$ cat src/rtl/adc_burst_sequencer.sv
// adc_burst_sequencer: runs one ADC acquisition burst per trigger from the
// asynchronous syncro_i. After a programmable start delay it holds the ADC
// request high and captures N_SAMPLES samples, each on a rising edge of the
// ADC ready level. Captured samples go to the averager with valid/last flags.
// Completion, per-sample timeout and triggers while busy are reported as
// single-cycle pulses. All outputs are registered.
module adc_burst_sequencer #(
  parameter int DW        = 12,
  parameter int N_SAMPLES = 8,
  parameter int START_DLY = 11,
  parameter int TIMEOUT   = 255
) (
  input  logic          clk_i,
  input  logic          reset_n_i,
  input  logic          syncro_i,
  output logic          adc_data_req_o,
  input  logic          adc_data_rdy_i,
  input  logic [DW-1:0] adc_data_i,
  output logic [DW-1:0] smp_data_o,
  output logic          smp_valid_o,
  output logic          smp_last_o,
  output logic          burst_done_o,
  output logic          timeout_o,
  output logic          overrun_o,
  output logic          busy_o
);

  // A zero start delay would give a zero-width delay counter, so it keeps one bit.
  localparam int DLY_W  = (START_DLY > 0) ? $clog2(START_DLY + 1) : 1;
  localparam int SMP_W  = $clog2(N_SAMPLES + 1);
  localparam int TMO_W  = $clog2(TIMEOUT + 1);
  localparam bit NO_DLY = (START_DLY == 0);

  localparam logic [2:0] ST_IDLE  = 3'd0;
  localparam logic [2:0] ST_DELAY = 3'd1;
  localparam logic [2:0] ST_REQ   = 3'd2;
  localparam logic [2:0] ST_DONE  = 3'd3;
  localparam logic [2:0] ST_ERR   = 3'd4;

  logic             sync1_q, sync1_d;
  logic             sync2_q, sync2_d;
  logic             sync3_q, sync3_d;
  logic             trig_q, trig_d;
  logic             rdy_z_q, rdy_z_d;
  logic [2:0]       state_q, state_d;
  logic [DLY_W-1:0] dly_cnt_q, dly_cnt_d;
  logic [SMP_W-1:0] smp_cnt_q, smp_cnt_d;
  logic [TMO_W-1:0] tmo_cnt_q, tmo_cnt_d;
  logic [DW-1:0]    smp_data_q, smp_data_d;
  logic             smp_valid_q, smp_valid_d;
  logic             smp_last_q, smp_last_d;
  logic             req_q, req_d;
  logic             done_q, done_d;
  logic             timeout_q, timeout_d;
  logic             overrun_q, overrun_d;
  logic             busy_q, busy_d;
  logic             cap;

  // Synchroniser chain, registered trigger pulse and ready-edge history.
  always_comb begin
    sync1_d = syncro_i;
    sync2_d = sync1_q;
    sync3_d = sync2_q;
    trig_d  = sync2_q & ~sync3_q;
    rdy_z_d = adc_data_rdy_i;
    cap     = adc_data_rdy_i & ~rdy_z_q & (state_q == ST_REQ);
  end

  // Burst FSM: next state, counters, sample capture and status pulses.
  always_comb begin
    state_d     = state_q;
    dly_cnt_d   = dly_cnt_q;
    smp_cnt_d   = smp_cnt_q;
    tmo_cnt_d   = tmo_cnt_q;
    smp_data_d  = smp_data_q;
    smp_valid_d = 1'b0;
    smp_last_d  = 1'b0;

    case (state_q)
      ST_IDLE: begin
        if (trig_q) begin
          if (NO_DLY) begin
            state_d = ST_REQ;
          end else begin
            state_d   = ST_DELAY;
            dly_cnt_d = DLY_W'(START_DLY);
          end
        end
      end
      ST_DELAY: begin
        if (dly_cnt_q == DLY_W'(1)) begin
          state_d   = ST_REQ;
          dly_cnt_d = '0;
        end else begin
          dly_cnt_d = dly_cnt_q - DLY_W'(1);
        end
      end
      ST_REQ: begin
        if (cap) begin
          smp_data_d  = adc_data_i;
          smp_valid_d = 1'b1;
          smp_cnt_d   = smp_cnt_q + SMP_W'(1);
          tmo_cnt_d   = '0;
          if (smp_cnt_q == SMP_W'(N_SAMPLES - 1)) begin
            smp_last_d = 1'b1;
            state_d    = ST_DONE;
          end
        end else if (tmo_cnt_q == TMO_W'(TIMEOUT - 1)) begin
          state_d = ST_ERR;
        end else begin
          tmo_cnt_d = tmo_cnt_q + TMO_W'(1);
        end
      end
      ST_DONE, ST_ERR: begin
        state_d   = ST_IDLE;
        dly_cnt_d = '0;
        smp_cnt_d = '0;
        tmo_cnt_d = '0;
      end
      default: begin
        state_d   = ST_IDLE;
        dly_cnt_d = '0;
        smp_cnt_d = '0;
        tmo_cnt_d = '0;
      end
    endcase

    // Done trails the last sample by one cycle so the averager sees last first;
    // timeout fires on entering ERR, TIMEOUT cycles after the previous capture.
    req_d     = (state_d == ST_REQ);
    busy_d    = (state_d != ST_IDLE);
    done_d    = (state_q == ST_DONE);
    timeout_d = (state_d == ST_ERR);
    overrun_d = trig_q & (state_q != ST_IDLE);
  end

  // State and output registers, cleared asynchronously so a reset aborts a burst at once.
  always_ff @(posedge clk_i or negedge reset_n_i) begin
    if (!reset_n_i) begin
      sync1_q     <= 1'b0;
      sync2_q     <= 1'b0;
      sync3_q     <= 1'b0;
      trig_q      <= 1'b0;
      rdy_z_q     <= 1'b0;
      state_q     <= ST_IDLE;
      dly_cnt_q   <= '0;
      smp_cnt_q   <= '0;
      tmo_cnt_q   <= '0;
      smp_data_q  <= '0;
      smp_valid_q <= 1'b0;
      smp_last_q  <= 1'b0;
      req_q       <= 1'b0;
      done_q      <= 1'b0;
      timeout_q   <= 1'b0;
      overrun_q   <= 1'b0;
      busy_q      <= 1'b0;
    end else begin
      sync1_q     <= sync1_d;
      sync2_q     <= sync2_d;
      sync3_q     <= sync3_d;
      trig_q      <= trig_d;
      rdy_z_q     <= rdy_z_d;
      state_q     <= state_d;
      dly_cnt_q   <= dly_cnt_d;
      smp_cnt_q   <= smp_cnt_d;
      tmo_cnt_q   <= tmo_cnt_d;
      smp_data_q  <= smp_data_d;
      smp_valid_q <= smp_valid_d;
      smp_last_q  <= smp_last_d;
      req_q       <= req_d;
      done_q      <= done_d;
      timeout_q   <= timeout_d;
      overrun_q   <= overrun_d;
      busy_q      <= busy_d;
    end
  end

  assign adc_data_req_o = req_q;
  assign smp_data_o     = smp_data_q;
  assign smp_valid_o    = smp_valid_q;
  assign smp_last_o     = smp_last_q;
  assign burst_done_o   = done_q;
  assign timeout_o      = timeout_q;
  assign overrun_o      = overrun_q;
  assign busy_o         = busy_q;

endmodule

$ cat config.mk
export PLATFORM = sky130hd
export DESIGN_NAME = adc_burst_sequencer
export DESIGN_NICKNAME = d
export VERILOG_FILES = /design/src/rtl/adc_burst_sequencer.sv
export SDC_FILE = /design/constraint.sdc
export NUM_CORES = 1
export LEC_CHECK = 0
export BUFFER_PORTS_ARGS = -buffer_cell sky130_fd_sc_hd__buf_2
export CELL_PAD_IN_SITES_DETAIL_PLACEMENT = 1
export CELL_PAD_IN_SITES_GLOBAL_PLACEMENT = 1
export CORE_ASPECT_RATIO = 0.75
export CORE_MARGIN = 8
export CORE_UTILIZATION = 35
export DETAILED_ROUTE_END_ITERATION = 8
export HOLD_SLACK_MARGIN = 0.02
export PLACE_DENSITY_LB_ADDON = 0.1
export SLEW_MARGIN = 20
export SYNTH_ARGS = -nofsm -noshare
export SYNTH_HDL_FRONTEND = slang
export SYNTH_SLANG_ARGS = --single-unit
$ cat constraint.sdc
create_clock -name clk_i -period 1.8 [get_ports clk_i]
set_clock_uncertainty 0.05 [all_clocks]
set_input_delay 0.09 -clock clk_i [delete_from_list [all_inputs] [get_ports clk_i]]
set_output_delay 0.09 -clock clk_i [all_outputs]
set_load 0.03 [all_outputs]
==> key figures, run 1 <==
Yosys
  – Xor/xnor share of the synthesized area: 0%
  – Synthesis Warnings: 0
  – Most frequent cells after synthesis: 46 x nand2_1, 43 x dfrtp_1, 10 x o21ai_0
  – Synth Area in Compound Gates: 11.8%
  – Synthesized area: 1920 um^2
  – Number of synthesized flops with an enable pin: 0
  – Cell taking the most area after synthesis: dfrtp_1
  – Share of the synthesized area in the top cell type: 56.0%
  – Post-synthesis adder-cell area fraction: 3.26%
  – Synth async-reset ratio: 100%
  – Mux contribution to synthesized area: 0.521%
  – FF+latch count, synth: 43
  – Simple-Gate Fraction of Synth Area: 24.7%
  – Mean Syn Cell Area: 10.4 um^2
  – Synth Net Count: 206
  – Top post-synthesis cells by area: dfrtp_1 56%, nand2_1 9.0%, ha_1 3.3%
  – Top-count cell post-synth: nand2_1
  – Main synth FF type: dfrtp_1
  – Post-synth cell types: 44
  – Register area share after synthesis: 56.0%
  – Largest family of logic cells by synthesized area: simple AND/OR/NAND/NOR gates
  – Mapped Cells: 185

Route
  – Antenna-violating nets left: 0
  – Vias: 1716
  – First-pass detailed-route iteration total: 4
  – Via density: 5.00
  – Final Routed Wirelength: 5710 um
  – Residual DRC count: 0
  – Post-DR wirelength/cell: 16.7 um
  – DRT iter0 DRCs: 63

Timing
  – Tcrit/Tclk final: 97.8%
  – Fmax: 568 MHz
  – Setup TNS: 0 ns
  – Final Critical Period: 1.76 ns
  – Setup violators final: 0
  – Final hold vios: 0
  – Unrepaired setup endpoints after global routing: yes
  – Pins Over Slew Limit: 0
  – Worst slew pin tran: 0.488 ns
  – Worst slew margin: 67.4%

Setup path
  – Critical path arrival: 1.96 ns
  – CP cell instances: nor3b_4 -> a21oi_1 -> or4_2 -> nand2_1
  – Critical Path Source Type: register
  – Worst R2R End: tmo_cnt_q[6]
  – Critical path class: register to register
  – Critical Path Fanout Max: 6
  – R2R depth: 4
  – Critical Path RT: 2.00 ns
  – CP Capture Type: register
  – Worst path slowest cell: or4_2
  – R2r setup slk: 0.04 ns
  – Peak per-stage delay on the critical path: 0.62 ns
  – Worst r2r src: state_q[0]

Place
  – HPWL after DPL: 4230 um
  – Port Buffer Count: 34
  – Placed Cells: 317
  – Gpl congestion: 0.850

Finish
  – Diode count: 0
  – Share of layout cells above drive strength 1: 37.7%
  – Area growth from synthesis to layout: 41.3%
  – Fin cells: 343
  – Nets: 288
  – Core Util, Final: 51.0%

Clock network
  – Clock transition at the registers of the reported paths: 0.09 ns
  – Cts bufs inserted: 5
  – H-tree depth: 2
  – CTS tree: yes
  – Clock Sinks: 43
  – CTS Buffer Depth: 2
  – Worst skew pair latency: 0.30 ns
  – Clk root buf: clkbuf_8

Floorplan
  – # rows: 23
  – DIE AREA: 8140 um^2
  – Starting density of the core: 36.1%
  – Die height: 80.2 um
  – IO Pins: 35
  – Floorplan die width: 102 um
  – Core ar.: 5320 um^2

GRT
  – GRT Total Usage: 15.0%
  – First-pass GRT wire length: 9370 um
  – Busiest grt layer: met2
  – Vias in the first global route: 1836
  – M3 GR Usage: 3.89%
  – Met2 Use GR: 23.9%
  – Pin count of the biggest net entering global routing: 23
  – Grt met1 use: 18.9%
  – Gr ovfl total: 0
  – Initial antenna violation count: 0

Hold path
  – HP Class: input port to async pin

Power and ir drop
  – Leakage: 1.37 nW
  – IR drop worst, VDD: 748 uV
  – Cell Pwr Density: 1460 nW/um^2

Job
  – Max-cap violations: 0

Outcome
  – Status: finished, final reports clean
worst max-delay path, delay by kind of cell, from the launching register on:
kind               cells  cell delay, ns
AOI/OAI and AO/OA      1            0.16
and+or+nand+nor        3            1.03
DFF                    1            0.46
worst max-delay path by stage:
stage	startpoint	end	slack (ns)	cells after the start
after floorplan	dly_cnt_q[1]	busy_o	0.006	6
after global placement	tmo_cnt_q[0]	busy_o	0.04	6
after detailed placement	dly_cnt_q[1]	busy_o	-0.04	6
after CTS	tmo_cnt_q[0]	busy_o	0.002	6
after global routing	state_q[1]	tmo_cnt_q[6]	-0.06	4
final	state_q[0]	tmo_cnt_q[6]	0.04	4
placed cells by master (no fill, tap or decap), types with 5 or more instances in the layout:
cell and count:
dlygate4sd3_1 15, ha_1 5, o21ai_0 8, dfrtp_1 41, inv_1 7, clkbuf_8 6, nand2_1 45, buf_2 34
buf_4 32, a21oi_1 5, nor2_1 8
through the flow:
| step | area, um^2 | hold WS (ns) | power, mW | setup slack (ns) |
|---|---|---|---|---|
| after floorplan | 1930 | -0.256 | 2.35 | 0.00554 |
| after global placement | 2370 | 0.0271 | 2.94 | 0.0360 |
| after detailed placement | 2370 | 0.0365 | 3.03 | -0.0372 |
| after CTS | 2670 | 0.245 | 3.93 | 0.00225 |
| after global routing | 2720 | 0.273 | 4.21 | -0.0568 |
| final | 2720 | 0.224 | 3.97 | 0.0397 |
routing by layer:
metal	wire length, um	up-vias
met3	258	7
li1	-	813
met1	2610	858
met5	0	-
met2	2750	38
met4	85	0
layout make-up:
class / count / area (um^2)
Clock buffer: 6 / 82.6
Clock inverter: 2 / 35.0
Fill cell: 616 / 2610
Inverter: 8 / 30.0
Multi-Input combinational cell: 128 / 835
Sequential cell: 43 / 1080
Tap cell: 75 / 93.8
Timing Repair Buffer: 81 / 561
repair_timing:
| item | in CTS | in global routing |
|---|---|---|
| endpoints found under the setup margin | 6 | 13 |
| pin swaps | 2 | 1 |
| buffers inserted | 0 | 3 |
| hold buffers | 15 | 0 |
| gates resized for setup | 7 | 9 |
| hold endpoints to repair | 34 | 0 |
| gates cloned | 0 | 0 |
where the power goes:
| part | total, mW | internal, mW | switching (mW) |
|---|---|---|---|
| combinational | 1.77 | 0.745 | 1.02 |
| sequential | 1.41 | 1.23 | 0.179 |
| clock | 0.798 | 0.449 | 0.349 |
| total | 3.97 | 2.42 | 1.55 |
logic make-up (layout without fill, tap and decap cells):
logic type	after synthesis	after routing
AND/OR/NAND/NOR	89	89
flip-flops	43	43
AO/OA/AOI/OAI	33	33
buffers and inverters	14	97
adder cells (fa/ha/maj)	5	5
multiplexers	1	1
sequential cells by signal (all words and copies together), names as in the netlist, 3 cells and up:
signal / count
dly_cnt_q: 4
smp_cnt_q: 4
smp_data_o: 12
state_q: 3
tmo_cnt_q: 8
Note: power is estimated with default switching activity, not from simulation.
==> run 2, diff against run 1 <==
--- a/config.mk
+++ b/config.mk
@@ -14,6 +14,7 @@
 export DETAILED_ROUTE_END_ITERATION = 8
 export HOLD_SLACK_MARGIN = 0.02
 export PLACE_DENSITY_LB_ADDON = 0.1
+export RECOVER_POWER = 100
 export SLEW_MARGIN = 20
 export SYNTH_ARGS = -nofsm -noshare
 export SYNTH_HDL_FRONTEND = slang
==> constraint.sdc (replaced) <==
create_clock -name clk_i -period 2.05 [get_ports clk_i]
set_clock_uncertainty 0.05 [all_clocks]
set_input_delay 0.1025 -clock clk_i [delete_from_list [all_inputs] [get_ports clk_i]]
set_output_delay 0.1025 -clock clk_i [all_outputs]
set_load 0.03 [all_outputs]
==> run 2 against run 1 <==
  * Cell area fell by 9.4%
  * Flip-flop and latch count did not move
  * Power fell by 21%
  * Utilization fell by 4.8 points
  * Worst setup slack improved by 0.086 ns
  * Critical endpoint is now busy_o
==> key figures, run 2 (synthesis results as in run 1) <==
Route
  – First-pass detailed-route iteration total: 4 (unchanged)
  – Residual DRC count: 0 (unchanged)
  – Antenna-violating nets left: 0 (unchanged)
  – Post-DR wirelength/cell: 16.4 um (-1.8%)
  – Via density: 5.05 (+0.88%)
  – Vias: 1620 (-5.6%)
  – Final Routed Wirelength: 5250 um (-8.1%)
  – DRT iter0 DRCs: 55 (-13%)

Clock network
  – CTS tree: yes
  – Clock transition at the registers of the reported paths: 0.08 ns (about the same)
  – Clock Sinks: 43 (unchanged)
  – Worst skew pair latency: 0.29 ns (about the same)
  – Setup bufs post-CTS: 0 (unchanged)
  – Cts bufs inserted: 5 (unchanged)
  – Clk root buf: clkbuf_8
  – CTS Buffer Depth: 2 (unchanged)
  – H-tree depth: 2 (unchanged)

Finish
  – Commonest non-fill, non-tap cell in the layout: nand2_1
  – Final Instance Area: 2460 um^2 (-9.4%)
  – Multi-input logic area: 785 um^2 (-6.0%)
  – Max reg flops: 12 (unchanged)
  – Nets: 266 (-7.6%)
  – Fill count: 610 (-0.97%)
  – Share of layout cells above drive strength 1: 19.1% (-19 points)
  – Area growth from synthesis to layout: 28.1%
  – Most frequent cells in the layout: 46 x nand2_1, 43 x dfrtp_1, 23 x clkbuf_1
  – Storage cell area: 1080 um^2 (-0.23%)
  – Fin cells: 321 (-6.4%)
  – Diode count: 0 (unchanged)

GRT
  – First-pass GRT wire length: 8930 um (-4.7%)
  – Pin count of the biggest net entering global routing: 31 (+35%)
  – Gr ovfl total: 0 (unchanged)
  – Initial antenna violation count: 0 (unchanged)
  – GRT Total Usage: 14.1% (-0.90 points)
  – Vias in the first global route: 1856 (+1.1%)

Floorplan
  – Die height: 80.2 um (unchanged)
  – DIE AREA: 8140 um^2 (unchanged)
  – Starting density of the core: 36.1% (unchanged)
  – Core ar.: 5320 um^2 (unchanged)
  – IO Pins: 35 (unchanged)
  – Floorplan die width: 102 um (unchanged)
  – # rows: 23 (unchanged)

Timing
  – Unrepaired setup endpoints after global routing: no
  – Setup violators final: 0 (unchanged)
  – Setup TNS: 0 ns (unchanged)
  – Worst slew margin: 44.7% (-23 points)
  – Worst Slack Setup Final: 0.126 ns (+0.0859 ns)
  – Pins Over Slew Limit: 0 (unchanged)
  – Tcrit/Tclk final: 93.9% (-3.9 points)
  – Final Critical Period: 1.92 ns (+0.164 ns)
  – Final hold vios: 0 (unchanged)
  – Worst slew pin tran: 0.829 ns (+0.341 ns)
  – Fmax: 520 MHz (-8.5%)

Setup path
  – Worst r2r src: dly_cnt_q[1]
  – Critical path class: register to register
  – Critical Path RT: 2.17 ns (+0.17 ns)
  – Worst R2R End: busy_o
  – Critical Path Source Type: register
  – Critical Path Fanout Max: 3 (-3)
  – CP Capture Type: register
  – Critical Path Source: dly_cnt_q[1]
  – R2R depth: 6 (+2)
  – Critical path arrival: 2.05 ns (+0.09 ns)
  – R2r setup slk: 0.13 ns (+0.09 ns)

Power and ir drop
  – Cell Pwr Density: 1280 nW/um^2 (-13%)
  – Leakage: 1.17 nW (-14%)
  – IR drop worst, VDD: 530 uV (-29%)
  – Total power: 3.15 mW (-21%)

Place
  – Placed Cells: 298 (-6.0%)
  – Port Buffer Count: 34 (unchanged)
  – Gpl congestion: 0.799 (-6.0%)
  – Worst slack, placed: 0.0626 ns (+0.0998 ns)
  – DP Area: 2220 um^2 (-6.2%)
  – HPWL after DPL: 3860 um (-8.9%)

Hold path
  – Hold Path Sink: sync2_q
  – HP Class: register to register
  – Worst hold path startpoint: sync1_q
  – Hold path depth: 0

Job
  – Max-cap violations: 0 (unchanged)

Outcome
  – Status: finished, final reports clean
run 2: worst max-delay path, cell delays in order (launching register included):
cell and delay [ns]:
dfrtp_1 0.38, inv_1 0.10, ha_1 0.14, or3b_1 0.41, nand3_2 0.12, o311ai_1 0.14, or3b_2 0.46
run 2: area by class of cell:
cell class | count | area share, %
clock buffer | 6 | 3.36
clock inverter | 2 | 1.42
inverter | 8 | 1.22
multi-input combinational | 128 | 31.9
sequential | 43 | 43.7
tap | 75 | 3.81
timing repair buffer | 59 | 14.6
run 2: power breakdown:
part / internal (mW) / switching, mW
logic: 0.419 / 0.794
clock network: 0.394 / 0.289
registers: 1.08 / 0.175
run 2: how the worst max path moves through the flow:
stage / endpoint / slack (ns) / depth (start not counted)
2_1_floorplan: busy_o / 0.22 / 6
3_3_place_gp: busy_o / 0.19 / 6
3_5_place_dp: busy_o / 0.06 / 6
4_1_cts: busy_o / 0.05 / 6
5_1_grt: smp_cnt_q[1] / 0.02 / 3
6_report: busy_o / 0.13 / 6
run 2: what timing repair did:
action                                  in CTS  in global routing
hold endpoints to repair                    27                  0
gates resized for setup                      0                  3
hold buffers                                15                  0
endpoints found under the setup margin       0                  1
run 2: stage by stage:
step,utilization [%],hold slack [ns]
after global routing,46.2,0.322
after floorplan,-,-0.243
after detailed placement,41.7,-0.0220
after global placement,41.7,-0.0370
final,46.2,0.307
after CTS,46.7,0.193
run 2: routing by layer:
| layer | up-vias | track usage, % | share of wire [%] |
|---|---|---|---|
| li1 | 764 | - | - |
| met1 | 827 | 17.6 | 46 |
| met4 | 0 | 4.59 | 0.82 |
| met2 | 24 | 23.3 | 50 |
| met3 | 5 | 3.45 | 3.2 |
| met5 | - | 0 | 0 |
